`src/rtl/if_fetch_unit.sv`:
```
`default_nettype none
// ============================================================================
// Module      : if_fetch_unit
// Description : Instruction-fetch stage. Holds the PC, issues in-order word
//               fetches to instruction memory, buffers returned words in a
//               BUF_DEPTH-entry circular queue and presents them to decode
//               with a valid/ready handshake. Redirects flush the queue and
//               discard responses that belong to wrong-path fetches.
//               Optional macro FETCH_PERF_CNT_EN adds perf_fetched and
//               perf_bubbles saturating counters.
// Revision    : 1.0 - initial release
// ============================================================================
module if_fetch_unit #(
    parameter int              XLEN      = 32,
    parameter logic [XLEN-1:0] RESET_PC  = '0,
    parameter int              BUF_DEPTH = 2
) (
    input  logic            clk,
    input  logic            rst,
    // instruction memory request/response
    output logic            imem_req,
    output logic [XLEN-1:0] imem_addr,
    input  logic            imem_ready,
    input  logic            imem_rvalid,
    input  logic [31:0]     imem_rdata,
    // redirect from execute
    input  logic            redirect,
    input  logic [XLEN-1:0] redirect_pc,
    // decode-side handshake
    input  logic            id_ready,
    output logic            id_valid,
    output logic [31:0]     id_instr,
    output logic [6:0]      id_op,
    output logic [XLEN-1:0] id_pc,
    output logic [XLEN-1:0] id_pc_plus4
`ifdef FETCH_PERF_CNT_EN
    ,
    output logic [31:0]     perf_fetched,
    output logic [31:0]     perf_bubbles
`endif
);

    localparam int PTR_W = $clog2(BUF_DEPTH);
    localparam int CNT_W = PTR_W + 1;
    localparam int DSC_W = $clog2(2 * BUF_DEPTH) + 1;

    localparam logic [31:0] NOP_INSTR = 32'h0000_0013;

    // ------------------------------------------------------------------
    // State
    // ------------------------------------------------------------------
    logic [XLEN-1:0]  pc_q;
    logic [PTR_W-1:0] head_q;
    logic [PTR_W-1:0] tail_q;
    logic [CNT_W-1:0] count_q;
    logic [DSC_W-1:0] discard_cnt_q;

    logic [BUF_DEPTH-1:0] ent_alloc_q;
    logic [BUF_DEPTH-1:0] ent_filled_q;
    logic [XLEN-1:0]      ent_pc_q    [BUF_DEPTH];
    logic [31:0]          ent_instr_q [BUF_DEPTH];

    // ------------------------------------------------------------------
    // Combinational control
    // ------------------------------------------------------------------
    logic             fire;       // request accepted by memory this cycle
    logic             drop;       // response belongs to a flushed fetch
    logic             fill;       // response lands in a live entry
    logic             pop;        // head consumed by decode
    logic             fill_hit;
    logic [PTR_W-1:0] fill_idx;
    logic [PTR_W-1:0] scan_slot;
    logic [CNT_W-1:0] unfilled;
    logic [DSC_W-1:0] discard_cnt_d;
    logic [CNT_W-1:0] count_d;

    // Request issue: occupancy is checked before any same-cycle pop.
    assign imem_req  = !rst && !redirect && (count_q < CNT_W'(BUF_DEPTH));
    assign imem_addr = pc_q;
    assign fire      = imem_req && imem_ready;

    // Locate the oldest allocated-but-unfilled entry (scan from head) and
    // count all unfilled entries, which become discards on a redirect.
    always_comb begin
        fill_hit  = 1'b0;
        fill_idx  = '0;
        unfilled  = '0;
        scan_slot = '0;
        for (int i = 0; i < BUF_DEPTH; i++) begin
            scan_slot = head_q + PTR_W'(i);
            if (ent_alloc_q[scan_slot] && !ent_filled_q[scan_slot]) begin
                unfilled = unfilled + CNT_W'(1);
                if (!fill_hit) begin
                    fill_hit = 1'b1;
                    fill_idx = scan_slot;
                end
            end
        end
    end

    assign drop = imem_rvalid && (discard_cnt_q != '0);
    assign fill = imem_rvalid && !drop && fill_hit;

    // Head entry drives decode directly; nop/zero when nothing is ready.
    assign id_valid    = ent_alloc_q[head_q] && ent_filled_q[head_q];
    assign id_instr    = id_valid ? ent_instr_q[head_q] : NOP_INSTR;
    assign id_op       = id_instr[6:0];
    assign id_pc       = id_valid ? ent_pc_q[head_q] : '0;
    assign id_pc_plus4 = id_pc + XLEN'(4);

    // A pop requested in a redirect cycle is discarded with the flush.
    assign pop = id_valid && id_ready && !redirect;

    // Next discard count: a redirect turns every unfilled entry into an
    // outstanding wrong-path response, less any that return this cycle.
    always_comb begin
        discard_cnt_d = discard_cnt_q - DSC_W'(drop);
        if (redirect) begin
            discard_cnt_d = discard_cnt_d + DSC_W'(unfilled) - DSC_W'(fill);
        end
    end

    assign count_d = count_q + CNT_W'(fire) - CNT_W'(pop);

    // Queue, pointer, PC and discard-count state update.
    always_ff @(posedge clk) begin
        if (rst) begin
            pc_q          <= RESET_PC;
            head_q        <= '0;
            tail_q        <= '0;
            count_q       <= '0;
            discard_cnt_q <= '0;
            ent_alloc_q   <= '0;
            ent_filled_q  <= '0;
        end else if (redirect) begin
            pc_q          <= {redirect_pc[XLEN-1:2], 2'b00};
            head_q        <= '0;
            tail_q        <= '0;
            count_q       <= '0;
            discard_cnt_q <= discard_cnt_d;
            ent_alloc_q   <= '0;
            ent_filled_q  <= '0;
        end else begin
            discard_cnt_q <= discard_cnt_d;
            count_q       <= count_d;
            if (fire) begin
                ent_alloc_q[tail_q]  <= 1'b1;
                ent_filled_q[tail_q] <= 1'b0;
                ent_pc_q[tail_q]     <= pc_q;
                tail_q               <= tail_q + PTR_W'(1);
                pc_q                 <= pc_q + XLEN'(4);
            end
            if (fill) begin
                ent_filled_q[fill_idx] <= 1'b1;
                ent_instr_q[fill_idx]  <= imem_rdata;
            end
            if (pop) begin
                ent_alloc_q[head_q]  <= 1'b0;
                ent_filled_q[head_q] <= 1'b0;
                head_q               <= head_q + PTR_W'(1);
            end
        end
    end

`ifdef FETCH_PERF_CNT_EN
    logic [31:0] perf_fetched_q;
    logic [31:0] perf_bubbles_q;

    // Saturating counters of delivered instructions and starved decode cycles.
    always_ff @(posedge clk) begin
        if (rst) begin
            perf_fetched_q <= '0;
            perf_bubbles_q <= '0;
        end else begin
            if (pop && (perf_fetched_q != '1)) begin
                perf_fetched_q <= perf_fetched_q + 32'd1;
            end
            if (id_ready && !id_valid && (perf_bubbles_q != '1)) begin
                perf_bubbles_q <= perf_bubbles_q + 32'd1;
            end
        end
    end

    assign perf_fetched = perf_fetched_q;
    assign perf_bubbles = perf_bubbles_q;
`endif

`ifndef SYNTHESIS
    // A response with no live target and nothing to discard is a memory
    // protocol violation; the RTL ignores it.
    a_no_orphan_rvalid: assert property (@(posedge clk) disable iff (rst)
        imem_rvalid |-> ((discard_cnt_q != '0) || fill_hit));
`endif

endmodule
`default_nettype wire

```
`config.mk`:
```
export PLATFORM = sky130hd
export DESIGN_NAME = if_fetch_unit
export DESIGN_NICKNAME = d
export VERILOG_FILES = /design/src/rtl/if_fetch_unit.sv
export SDC_FILE = /design/constraint.sdc
export NUM_CORES = 1
export LEC_CHECK = 0
export ABC_AREA = 1
export BUFFER_PORTS_ARGS = -buffer_cell sky130_fd_sc_hd__buf_2
export CAP_MARGIN = 25
export CELL_PAD_IN_SITES_DETAIL_PLACEMENT = 1
export CELL_PAD_IN_SITES_GLOBAL_PLACEMENT = 1
export CORE_MARGIN = 3
export CORE_UTILIZATION = 36
export DETAILED_ROUTE_END_ITERATION = 8
export GPL_TIMING_DRIVEN = 0
export PLACE_DENSITY = 0.84
export REMOVE_ABC_BUFFERS = 1
export SLEW_MARGIN = 20
export SYNTH_ARGS = -nofsm -noshare
export SYNTH_HDL_FRONTEND = slang
export SYNTH_SLANG_ARGS = --single-unit
```
`constraint.sdc`:
```
create_clock -name clk -period 3 [get_ports clk]
set_input_delay 0.75 -clock clk [delete_from_list [all_inputs] [get_ports clk]]
set_output_delay 0.75 -clock clk [all_outputs]
set_load 0.05 [all_outputs]
```
### Word level (Yosys, flattened, before mapping)

Memories as Yosys holds them, arrays and structs flattened. A register that Yosys moved wholly into a read port is not among the register bits.
Cells that the tools add are included.

| word-level totals | value |
|---|---|
| register bits after elaboration | 43 |
| bits in read-only memories | 0 |
| word-level logic and storage cells | 106 |
| memories kept | 2 |
| bits of input ports | 70 |
| bits in writable memories | 128 |
| latch bits | 0 |
| output and inout port bits | 137 |

Memory list:

| name | depth | width | read ports | clocked after Yosys merged registers in | wr ports | line | text |
|---|---|---|---|---|---|---|---|
| ent_instr_q | 2 | 32 | 1 | 1 | 1 | 61 | `logic [31:0] ent_instr_q [BUF_DEPTH];` |
| ent_pc_q | 2 | 32 | 1 | 1 | 1 | 60 | `logic [XLEN-1:0] ent_pc_q [BUF_DEPTH];` |

| cells by class | value |
|---|---|
| shift-type cells | 0 |
| $mul | 0 |
| muxes and demuxes | 49 |
| $lt $le $gt $ge | 8 |
| divide/modulo/power cells | 0 |
| reduce and logical (&&, ||, !) cells | 22 |
| bitwise gates (word level) | 7 |
| eq/ne operators | 0 |
| add/subtract/negate cells | 10 |

Operators by type and width:

| operator | count |
|---|---|
| $mux W32 | 4 |
| $add A32 B3 Y32 const B | 2 |
| $mux W1 | 29 |
| $mux W2 | 12 |
| $logic_and A1 B1 Y1 | 14 |
| $lt A1 B2 Y1 const B | 4 |
| $and A2 B2 Y2 | 3 |
| $sub A3 B1 Y3 | 2 |
| $logic_not A1 Y1 | 5 |
| $not A2 Y2 | 2 |
| $or A2 B2 Y2 | 2 |
| $add A3 B2 Y3 | 1 |
| $demux W1 S1 | 3 |
| $ge A1 B1 Y1 const B | 3 |
| $mux W3 | 1 |
| $reduce_bool A3 Y1 | 1 |
| $add A1 B1 Y1 const B | 2 |
| $add A2 B1 Y2 | 1 |
| $add A2 B1 Y2 const B | 1 |
| $lt A2 B2 Y1 const B | 1 |
| $reduce_bool A2 Y1 | 1 |
| $reduce_or A2 Y1 | 1 |
| $sub A2 B1 Y2 | 1 |

### Depth between registers and ports, before layout

Gate-level depths: netlist (run 1).

| logic depth | value |
|---|---|
| word-level depth | 17 |
| mapped depth | 16 |
| gate-level depth less buffers | 15 |

### Worst setup path before layout (run 1)

No wires, ideal clock.

| timing path | value |
|---|---|
| path kind | reg2out |
| start | register head_q |
| end | output id_pc_plus4[6] |
| data arrival time | 3.535 ns |
| required time | 2.250 ns |
| buffers on the path | 2 |
| cell stages (with the launch flop) | 12 |
| slack | -1.285 ns |
| cells stage by stage | dfxtp_1 nand2_1 nand2_4 nand2_4 buf_6 clkbuf_1 nor2_1 ha_1 nand2_1 nor2_2 inv_1 o21ai_0 |

| on the way | value |
|---|---|
| cells in the longest elaborated chain, start to end | 5 |
| elaborated cells on any way between the ends | 7 |
| classes of those cells | add/sub (1); mux (5); reduce/logical (1) |

RTL lines:

| element | line | text |
|---|---|---|
| start: declaration | 53 | `logic [PTR_W-1:0] head_q;` |
| start signal: assignment | 160 | `head_q <= head_q + PTR_W'(1);` |
| $mux W1 (not written as such) (2 in a row) | 105 | `assign id_valid = ent_alloc_q[head_q] && ent_filled_q[head_q];` |
| $logic_and A1 B1 Y1 (*) | 105 |  |
| $mux W32 (*) | 108 | `assign id_pc = id_valid ? ent_pc_q[head_q] : '0;` |
| via id_pc[3] | 34 | `output logic [XLEN-1:0] id_pc,` |
| $add A32 B3 Y32 (*) | 109 | `assign id_pc_plus4 = id_pc + XLEN'(4);` |
| end: declaration | 35 | `output logic [XLEN-1:0] id_pc_plus4` |

The timed path passes the listed nets; every way through them passes the cells marked *. The select of a mux whose other input is x is not followed.

### Worst setup path in the final report (run 1)

| timing path | value |
|---|---|
| start | register head_q |
| end | output id_pc_plus4[31] |

| on the way | value |
|---|---|
| cells in the longest elaborated chain, start to end | 5 |
| elaborated cells on any way between the ends | 7 |
| classes of those cells | add/sub (1); mux (5); reduce/logical (1) |

RTL lines:

| element | line |
|---|---|
| $mux W1 (not written as such) (2 in a row) | 105 |
| $logic_and A1 B1 Y1 (*) | 105 |
| $mux W32 (*) | 108 |
| $add A32 B3 Y32 (*) | 109 |

Mark *: on every way between the ends. The rest lies on a longest branch, timed or not. The select of a mux whose other input is x is not followed.

==> results of run 1 <==
## area by class of cell
class / instances / area share [%]
Multi-Input combinational cell: 753 / 34.70
Inverter: 133 / 4.466
Antenna cell: 1 / 0.02101
Clock inverter: 15 / 1.271
Clock buffer: 17 / 3.573
Timing Repair Buffer: 243 / 14.04
Timing Repair inverter: 2 / 0.1681
Tap cell: 319 / 3.352
Sequential cell: 166 / 38.42
## state kept, by name, indices dropped and copies added, names as in the netlist, named ones only
register,count
count_q,2
imem_addr,30
ent_filled_q,2
tail_q,1
head_q,1
discard_cnt_q,3
ent_alloc_q,2
ent_instr_q,64
ent_pc_q,60
## per-layer routing
metal / global-route usage [%] / wire, microns / up-vias
met3: 4.083 / 1893 / 69
met5: 0 / 0 / -
met4: 10.34 / 1053 / 0
met2: 44.30 / 17530 / 337
li1: - / - / 3975
met1: 29.91 / 13210 / 4308
## cell usage in the layout (no fill, tap or decap), types with 32 or more instances in the layout
cell	n
nand2_1	311
buf_2	170
edfxtp_1	124
inv_1	122
nor2_1	68
a21oi_1	64
nand3_1	59
dfxtp_1	38
o21ai_0	37
buf_4	35
nor2_2	32
## power breakdown
group          switching, mW  leakage (nW)  internal [mW]
combinational          0.337          3.33          0.149
clock                   1.06         0.286           1.12
sequential            0.0813          1.48           2.52
## stage by stage
step	TNS [ns]	power [mW]	cell area (sq um)
finish	-4.147	5.267	11910
global route	-7.768	5.444	11910
CTS	-2.814	5.253	11610
detailed placement	-32.91	3.106	10160
global placement	-364.76	3.065	10010
floorplan	-140.37	2.911	8617
## synth_stat cells (2+ instances only)
| master | instances |
|---|---|
| nand2_1 | 342 |
| inv_1 | 128 |
| edfxtp_1 | 124 |
| nor2_1 | 102 |
| nand3_1 | 70 |
| a21oi_1 | 64 |
| o21ai_0 | 43 |
| dfxtp_1 | 42 |
| buf_4 | 19 |
| nor2_2 | 19 |
| nand4_1 | 18 |
| xor2_1 | 18 |
| clkbuf_1 | 16 |
| nor3_1 | 13 |
| ha_1 | 12 |
| a31oi_1 | 9 |
| buf_2 | 9 |
| nor2_4 | 7 |
| nand3_2 | 6 |
| inv_2 | 5 |
| buf_6 | 4 |
| nand2_4 | 3 |
| and2_1 | 2 |
| nand2_2 | 2 |
| or2_2 | 2 |
| xnor2_1 | 2 |
## cell families (layout without fill, tap and decap cells)
group / Yosys count / count (layout)
AND/OR/NAND/NOR: 590 / 595
buffers and inverters: 181 / 410
flip-flops: 166 / 166
AO/OA/AOI/OAI: 119 / 119
XOR/XNOR: 20 / 20
adder cells (fa/ha/maj): 13 / 13
other: 1 / 7
## worst max path at each step
stage,start,endpoint,depth (start not counted)
6_report,head_q,id_pc_plus4[31],12
3_5_place_dp,head_q,id_pc_plus4[30],13
3_3_place_gp,flop,id_pc_plus4[17],10
5_1_grt,flop,id_pc_plus4[17],11
2_1_floorplan,flop,id_pc_plus4[6],7
4_1_cts,head_q,id_pc_plus4[16],12
## timing repair
item                                    CTS  global route
resized for setup                       154            59
pin swaps                                44            19
endpoints found under the setup margin  113            54
cloned                                    9             0
setup buffers                            25            13
## worst reg2reg max path, cell delays in order (launching register included)
cell	delay [ns]
dfxtp_4	0.44
inv_8	0.08
nand2_8	0.08
buf_4	0.14
nand2_4	0.15
nor2_2	0.24
inv_1	0.07
ha_1	0.21
nor2_2	0.17
ha_1	0.15
inv_1	0.04
ha_1	0.22
fa_1	0.41
a21oi_1	0.16
o21a_1	0.15
o21ai_0	0.07
a21oi_1	0.11
==> reports/metrics.yaml, run 1 <==
setup_path:
  r2r_start: "head_q"
  crit_buf_inv: 3
  r2r_cells: 16
  path_max_fanout: 6
  slowest_stage: "dfxtp_4"
  max_stage_delay_ns: 0.44
  crit_arrival_ns: 2.52
  worstPathCellList: "inv_8 > buf_6 > nand2_4 > nand2_4 > nor2_4 > nand3_2 > nor2_2 > nand2_2 > nor2_4 > nand3_1 > nand2_1 > buf_6"
  cp_top_family: "simple AND/OR/NAND/NOR gates"
  r2r_slack_ns: 0.07
  worst_setup_path_start_kind: "flop"
  crit_required_ns: 2.25
  r2r_end: "discard_cnt_q[2]"
  critPathKind: "reg -> out"
  endpoint_kind: "output port"
synthesis:
  synth_top_flop_cell: "edfxtp_1"
  yosysSeqAreaShare_pct: 51.34
  synth_warnings: 0
  yosys.area_share.adder_pct: 1.914
  synth-seq-cells: 166
  async_flop_share_pct: 0
  avgSynthCellArea_sq_um: 8.157
  syn_area_sq_mm: 0.008891
  synth_top_family_by_area: "simple AND/OR/NAND/NOR gates"
  synthDistinctLibCells: 35
  synth_area_leader_cell: "edfxtp_1"
  synth-edff-count: 124
  synth_top_area_share_pct: 41.88
  synth_area_leaders: "edfxtp_1, nand2_1, dfxtp_1, inv_1, nor2_1"
  postSynthCellCount: 1090
  synth_xor_area_share_pct: 1.970
  synth_compound_area_share_pct: 6.910
  muxShareOfSynthArea_pct: 0
  synth-simple-area-share_pct: 28.92
drt:
  drc: 0
  via_count: 8689
  wl_per_cell_microns: 20.43
  routed_wl_mm: 33.68
  drt-initial-drc-count: 692
  first_pass_iters: 6
  ant_nets: 0
  detail_route.vias_per_cell: 5.269
finish:
  final_util_pct: 49.84
  drive_above_1_share_pct: 31.83
  multi_input_area_sq_mm: 0.004131
  final_cells: 1649
  register_area_sq_mm: 0.004574
  fillers: 2862
  num-nets-final: 1399
  syn2layout_area_growth_pct: 33.93
power_and_ir_drop:
  ir_worst_vdd_v: 0.0002978
  p_leak_nw: 5.097
  power_density_mw_per_mm2: 442.3
sta:
  fin_crit_sh_pct: 108.9
  fin_skew_ns: 0.01367
  max_freq_ghz: 0.3061
  finalHoldViolCount: 0
  min_period_ns: 3.267
  worst_pin_slew_ns: 0.7096
  slew_headroom_pct: 52.64
  finalMaxSlewViolations: 0
  whs_ns: 0.4907
  rsz0062_at_grt: "true"
  setup_viol: 31
  layout_setup_ws_ns: -0.2669
die:
  core_region_area_sq_mm: 0.02389
  io_pins: 207
  num_rows: 56
  initial_core_util_pct: 37.21
  die_area_sq_mm: 0.02662
  die_y_microns: 163.2
  dieWidth_microns: 163.2
clocking:
  cts_buffer_depth: 2
  path_clk_slew_ns: 0.07
  clkLatencyLatePin_ns: 0.43
  clock-sinks: 166
  cts_tree: "built"
  htree_levels: 4
  cts_buffers: 17
  cts_hold_buf: 0
  clockRootBuffer: "clkbuf_16"
job:
  drv_cap: 0
place:
  placed_cells: 1569
  dpl_worst_slack_ns: -0.9533
  port_buffers: 198
  place_congestion: 0.8910
  dp_hpwl_mm: 20.99
worst_hold_path:
  min_from: "count_q[1]"
  min_to: "count_q[1]"
  min_path_type: "reg -> reg"
  min_delay_path_depth: 2
run_status:
  violations: "setup timing"
  status: "finished with violations"
global_routing:
  grt_pass1_wl_mm: 51.03
  grt_antenna_before_repair: 1
  grt_overflow_total: 0
  grt_max_degree: 33
  track_usage_pct: 24.92
  grt_pass1_vias: 9117
(Power assumes the default switching activity.)
==> run 2: changes to the inputs <==
CORE_UTILIZATION = 43   (was 36)
PLACE_DENSITY = 0.93   (was 0.84)
clock period = 3.9 ns   (was 3 ns; I/O delays follow)
==> reports/metrics.yaml, run 2 (synthesis gave the netlist of run 1 again) <==
sta:
  worst_pin_slew_ns: 0.7446  # +0.03505 ns
  fin_skew_ns: 0.01169  # -0.001979 ns
  setup_viol: 0  # -100%
  slew_headroom_pct: 50.24  # -2.4 points
  finalMaxSlewViolations: 0  # unchanged
  fin_crit_sh_pct: 96.48
  whs_ns: 0.5034  # +0.01265 ns
  finalHoldViolCount: 0  # unchanged
  min_period_ns: 3.763
  rsz0062_at_grt: "false"
  max_freq_ghz: 0.2658
power_and_ir_drop:
  p_int_mw: 3.074  # -19%
  power_mw: 4.137  # -21%
  pwr-share-clk_pct: 42.8  # +1.4 points
  power_density_mw_per_mm2: 377.7  # -15%
  ir_worst_vdd_v: 0.0003020  # +1.4%
  seqPwrFrac_pct: 48.3  # -1.1 points
  p_leak_nw: 4.832  # -5.2%
  switchingPower_mw: 1.063  # -28%
  combPwrFrac_pct: 8.8  # -0.4 points
  swShare_pct: 25.70  # -2.4 points
finish:
  syn2layout_area_growth_pct: 23.21
  largest_reg_flops: 64  # unchanged
  multi_input_area_sq_mm: 0.003695  # -11%
  top_register: "ent_instr_q"
  fillers: 2444  # -15%
  num-nets-final: 1367  # -2.3%
  register_area_sq_mm: 0.004569  # -0.11%
  drive_above_1_share_pct: 23.75  # -8.1 points
  final_common_cell: "nand2_1"
  final_cell_mix: "nand2_1, buf_2, inv_1"
clocking:
  clock-sinks: 166  # unchanged
  htree_levels: 4  # unchanged
  cts_buffers: 17  # unchanged
  path_clk_slew_ns: 0.07  # about the same
  cts_buffer_depth: 2  # unchanged
  cts_tree: "built"
  cts_hold_buf: 0  # unchanged
  clockRootBuffer: "clkbuf_16"
  clkLatencyLatePin_ns: 0.43  # about the same
worst_hold_path:
  min_path_type: "reg -> reg"
global_routing:
  grt_pass1_wl_mm: 48.33  # -5.3%
  grt_max_degree: 56  # +70%
  grt_overflow_total: 0  # unchanged
  track_usage_pct: 27.86  # +2.9 points
  grt_antenna_before_repair: 4  # +3
  grt_pass1_vias: 8737  # -4.2%
setup_path:
  r2r_slack_ns: 0.74  # +0.67 ns
  worstPathCellList: "inv_4 > nand2_2 > nand2_8 > buf_4 > nand3_1 > nor2_2 > nand2_2 > nor2_1 > nand3_1 > nand2_1 > buf_2"
  cp_top_family: "simple AND/OR/NAND/NOR gates"
  slowest_stage: "dfxtp_2"
  critPathKind: "reg -> out"
  worst_setup_path_start_kind: "flop"
  path_max_fanout: 13  # +7
  crit_buf_inv: 3  # unchanged
  crit_arrival_ns: 2.79  # +0.27 ns
  max_stage_delay_ns: 0.39  # -0.05 ns
  crit_required_ns: 2.92  # +0.67 ns
  endpoint_kind: "output port"
die:
  io_pins: 207  # unchanged
  dieWidth_microns: 149.8  # -8.2%
  initial_core_util_pct: 44.66  # +7.4 points
  die_area_sq_mm: 0.02244  # -16%
  die_y_microns: 149.8  # -8.2%
  core_region_area_sq_mm: 0.01991  # -17%
  num_rows: 51  # -8.9%
drt:
  ant_nets: 0  # unchanged
  detail_route.vias_per_cell: 5.417  # +2.8%
  via_count: 8483  # -2.4%
  drc: 0  # unchanged
  drt-initial-drc-count: 773  # +12%
  first_pass_iters: 5  # -1
  wl_per_cell_microns: 20.04  # -1.9%
  routed_wl_mm: 31.38  # -6.8%
place:
  place_congestion: 0.9318  # +4.6%
  dp_hpwl_mm: 21.07  # +0.39%
  port_buffers: 198  # unchanged
run_status:
  status: "complete, no violations"
job:
  drv_cap: 0  # unchanged
-- run 2: cell types whose count changed in the layout (fill, tap and decap cells not counted), sizes merged --
cell / delta
buf: -31
inv: -5
bufinv: +3
diode: +3
clkbuf: +2
nor2: -1
-- run 2: layer usage --
| metal | global-route usage (%) | part of all wire [%] | vias up |
|---|---|---|---|
| li1 | - | - | 3908 |
| met3 | 3.937 | 7.0 | 70 |
| met4 | 9.973 | 2.7 | 0 |
| met2 | 48.57 | 51 | 394 |
| met5 | 0 | 0 | - |
| met1 | 35.44 | 40 | 4111 |
-- run 2: path summary, 6_finish.rpt --
check              from               end  depth (start not counted)
min reg2reg  count_q[1]        count_q[1]                          2
min          count_q[1]        count_q[1]                          2
max reg2reg      head_q  discard_cnt_q[2]                         15
max              head_q   id_pc_plus4[23]                         11
-- run 2: layout make-up --
cell class / count / share of cell area [%]
antenna: 4 / 0.09138
clock buffer: 17 / 3.883
clock inverter: 15 / 1.725
inverter: 133 / 4.649
multi-input combinational: 752 / 33.73
sequential: 166 / 41.71
tap: 265 / 3.027
timing repair buffer: 214 / 11.18
-- run 2: metrics by stage --
step                utilization (%)  setup WS (ns)  area, sq um  TNS (ns)  std cells
floorplan                         -         -1.349         8617    -34.65       1047
global placement              49.92         -1.823         9940   -179.58       1510
detailed placement            50.80        -0.1812        10110    -1.028       1516
CTS                           54.72        0.03788        10890         0       1558
global route                  55.02        0.01610        10950         0       1566
finish                        55.02         0.1373        10950         0       1566
-- run 2: power by group through the flow --
| stage | logic [mW] | clock network [mW] | registers (mW) |
|---|---|---|---|
| floorplan | 0.162 | 0 | 2.08 |
| global placement | 0.324 | 0 | 2.03 |
| detailed placement | 0.356 | 0 | 2.03 |
| CTS | 0.366 | 1.78 | 2.00 |
| global route | 0.403 | 1.85 | 2.00 |
| finish | 0.365 | 1.77 | 2.00 |
-- run 2: timing repair --
| item | in CTS | in global routing |
|---|---|---|
| pin swaps | 3 | 3 |
| cloned | 4 | 0 |
| endpoints found under the setup margin | 27 | 13 |
| buffers inserted | 6 | 4 |
| gates resized for setup | 16 | 9 |
-- run 2: worst reg2reg max path, cell delays in order, from the launching register on --
cell and delay (ns):
dfxtp_2 0.46, inv_4 0.09, nand2_2 0.20, nand2_4 0.18
nor2_1 0.31, inv_1 0.11, ha_1 0.22, nor2_1 0.23
ha_1 0.16, inv_1 0.04, ha_1 0.20, fa_1 0.39
a21oi_1 0.16, o21a_1 0.15, o21ai_0 0.07, a21oi_1 0.12
==> run 3: changes to the inputs <==
GPL_TIMING_DRIVEN = default   (was 0)
==> reports/metrics.yaml, run 3 (synthesis gave the netlist of run 1 again) <==
power_and_ir_drop:
  ir_worst_vdd_v: 0.0003003  # -0.55%
  p_leak_nw: 4.757  # -1.6%
  power_density_mw_per_mm2: 376.0  # -0.44%
  power_mw: 4.039  # -2.4%
setup_path:
  critPathKind: "reg -> out"
  crit_required_ns: 2.92  # about the same
  r2r_end: "discard_cnt_q[2]"
  crit_arrival_ns: 2.86  # +0.07 ns
  r2r_slack_ns: 0.76  # +0.02 ns
  r2r_start: "head_q"
  endpoint_kind: "output port"
  path_max_fanout: 29  # +16
  r2r_cells: 15  # unchanged
  worst_setup_path_start_kind: "flop"
clocking:
  clockRootBuffer: "clkbuf_16"
  cts_tree: "built"
  clkLatencyLatePin_ns: 0.44  # about the same
  clock-sinks: 166  # unchanged
  cts_buffer_depth: 2  # unchanged
  path_clk_slew_ns: 0.07  # about the same
  cts_buffers: 17  # unchanged
  htree_levels: 4  # unchanged
  cts_hold_buf: 0  # unchanged
finish:
  final_cell_mix: "nand2_1, buf_2, inv_1"
  multi_input_area_sq_mm: 0.003636  # -1.6%
  largest_reg_flops: 64  # unchanged
  fillers: 2494  # +2.0%
  register_area_sq_mm: 0.004567  # about the same
  drive_above_1_share_pct: 23.65  # -0.10 points
  syn2layout_area_growth_pct: 20.83
  final_common_cell: "nand2_1"
  top_register: "ent_instr_q"
  num-nets-final: 1364  # -0.22%
drt:
  drc: 0  # unchanged
  first_pass_iters: 7  # +2
  drt-initial-drc-count: 585  # -24%
  routed_wl_mm: 31.29  # -0.29%
  via_count: 8507  # +0.28%
  ant_nets: 0  # unchanged
  wl_per_cell_microns: 20.06  # about the same
  detail_route.vias_per_cell: 5.453  # +0.67%
die:
  initial_core_util_pct: 44.66  # unchanged
  die_y_microns: 149.8  # unchanged
  num_rows: 51  # unchanged
  core_region_area_sq_mm: 0.01991  # unchanged
  io_pins: 207  # unchanged
  die_area_sq_mm: 0.02244  # unchanged
  dieWidth_microns: 149.8  # unchanged
sta:
  setup_viol: 0  # unchanged
  fin_skew_ns: 0.008606  # -0.003086 ns
  finalHoldViolCount: 0  # unchanged
  min_period_ns: 3.833  # +0.07019 ns
  finalMaxSlewViolations: 0  # unchanged
  whs_ns: 0.5388  # +0.03541 ns
  worst_pin_slew_ns: 0.5790  # -0.1656 ns
  fin_crit_sh_pct: 98.28  # +1.8 points
  slew_headroom_pct: 60.99  # +11 points
  max_freq_ghz: 0.2609  # -1.8%
worst_hold_path:
  min_path_type: "reg -> reg"
  min_to: "count_q[1]"
  min_delay_path_depth: 2  # unchanged
  min_from: "count_q[1]"
global_routing:
  busiest_layer: "met2"
  grt_use_met1_pct: 34.04  # -1.4 points
  grt_pass1_vias: 8817  # +0.92%
  grt_pass1_wl_mm: 47.68  # -1.4%
  grt_overflow_total: 0  # unchanged
  met3_usage_pct: 4.331  # +0.39 points
  grt.met2_usage_pct: 48.14  # -0.43 points
  grt_antenna_before_repair: 1  # -3
  track_usage_pct: 27.13  # -0.73 points
  grt_max_degree: 33  # -41%
place:
  place_congestion: 0.9174  # -1.5%
  dp_hpwl_mm: 20.90  # -0.78%
  port_buffers: 198  # unchanged
job:
  drv_cap: 0  # unchanged
run_status:
  status: "complete, no violations"
[run 3: changes by cell type in the layout (fill, tap and decap cells not counted), sizes merged]
cell      previous run  this run
inv                139       144
bufinv               3         0
clkinv               5         2
diode                4         1
clkbuf              19        17
nand2              351       349
buf                212       213
clkinvlp             1         2
[run 3: per-layer routing]
layer	vias up	wire (microns)
met2	400	15890
met3	77	2057
met5	-	0
met1	4123	12450
met4	0	901
li1	3907	-
[run 3: area by class of cell]
cell class	count	area share, %
Antenna cell	1	0.02329
Clock buffer	17	3.960
Clock inverter	15	1.433
Inverter	133	4.694
Multi-Input combinational cell	750	33.85
Sequential cell	166	42.51
Tap cell	265	3.086
Timing Repair Buffer	213	10.45
[run 3: worst max-delay path, stage by stage, from the launching register on]
cell     delay, ns
dfxtp_2       0.50
buf_6         0.29
nor2_1        0.09
nor2_1        0.32
nand4_1       0.25
nor2_1        0.24
nand2_1       0.13
nor2_1        0.16
nand3_1       0.09
nand2_1       0.07
buf_2         0.25
[run 3: stage by stage]
stage	cells	cell area, sq um	TNS [ns]	worst slack, ns	utilization (%)
2_1_floorplan	1047	8617	-34.65	-1.349	-
3_3_place_gp	1523	10050	0	0.4493	50.47
3_5_place_dp	1523	10050	0	0.2988	50.47
4_1_cts	1555	10670	-0.03586	-0.03586	53.58
5_1_grt	1560	10740	-0.3867	-0.07417	53.96
6_report	1560	10740	0	0.06710	53.96
[run 3: where the power goes]
part           total (mW)  switching [mW]  internal, mW
combinational       0.363           0.253         0.109
sequential           2.00          0.0599          1.94
clock                1.68           0.818         0.859
[run 3: how the worst max path moves through the flow]
stage,end,slack [ns],start,cells after the start
floorplan,id_pc_plus4[6],-1.35,flop,7
global placement,id_pc_plus4[18],0.45,head_q,12
detailed placement,id_pc_plus4[30],0.30,head_q,13
CTS,id_pc_plus4[18],-0.04,head_q,13
global route,id_pc_plus4[16],-0.07,head_q,11
finish,id_pc_plus4[31],0.07,flop,10
[run 3: repair_timing]
item                                    CTS  global route
pin swaps                                 1             4
setup buffers                             0             2
gates cloned                              0             2
endpoints found under the setup margin    9            14
resized for setup                        10            14
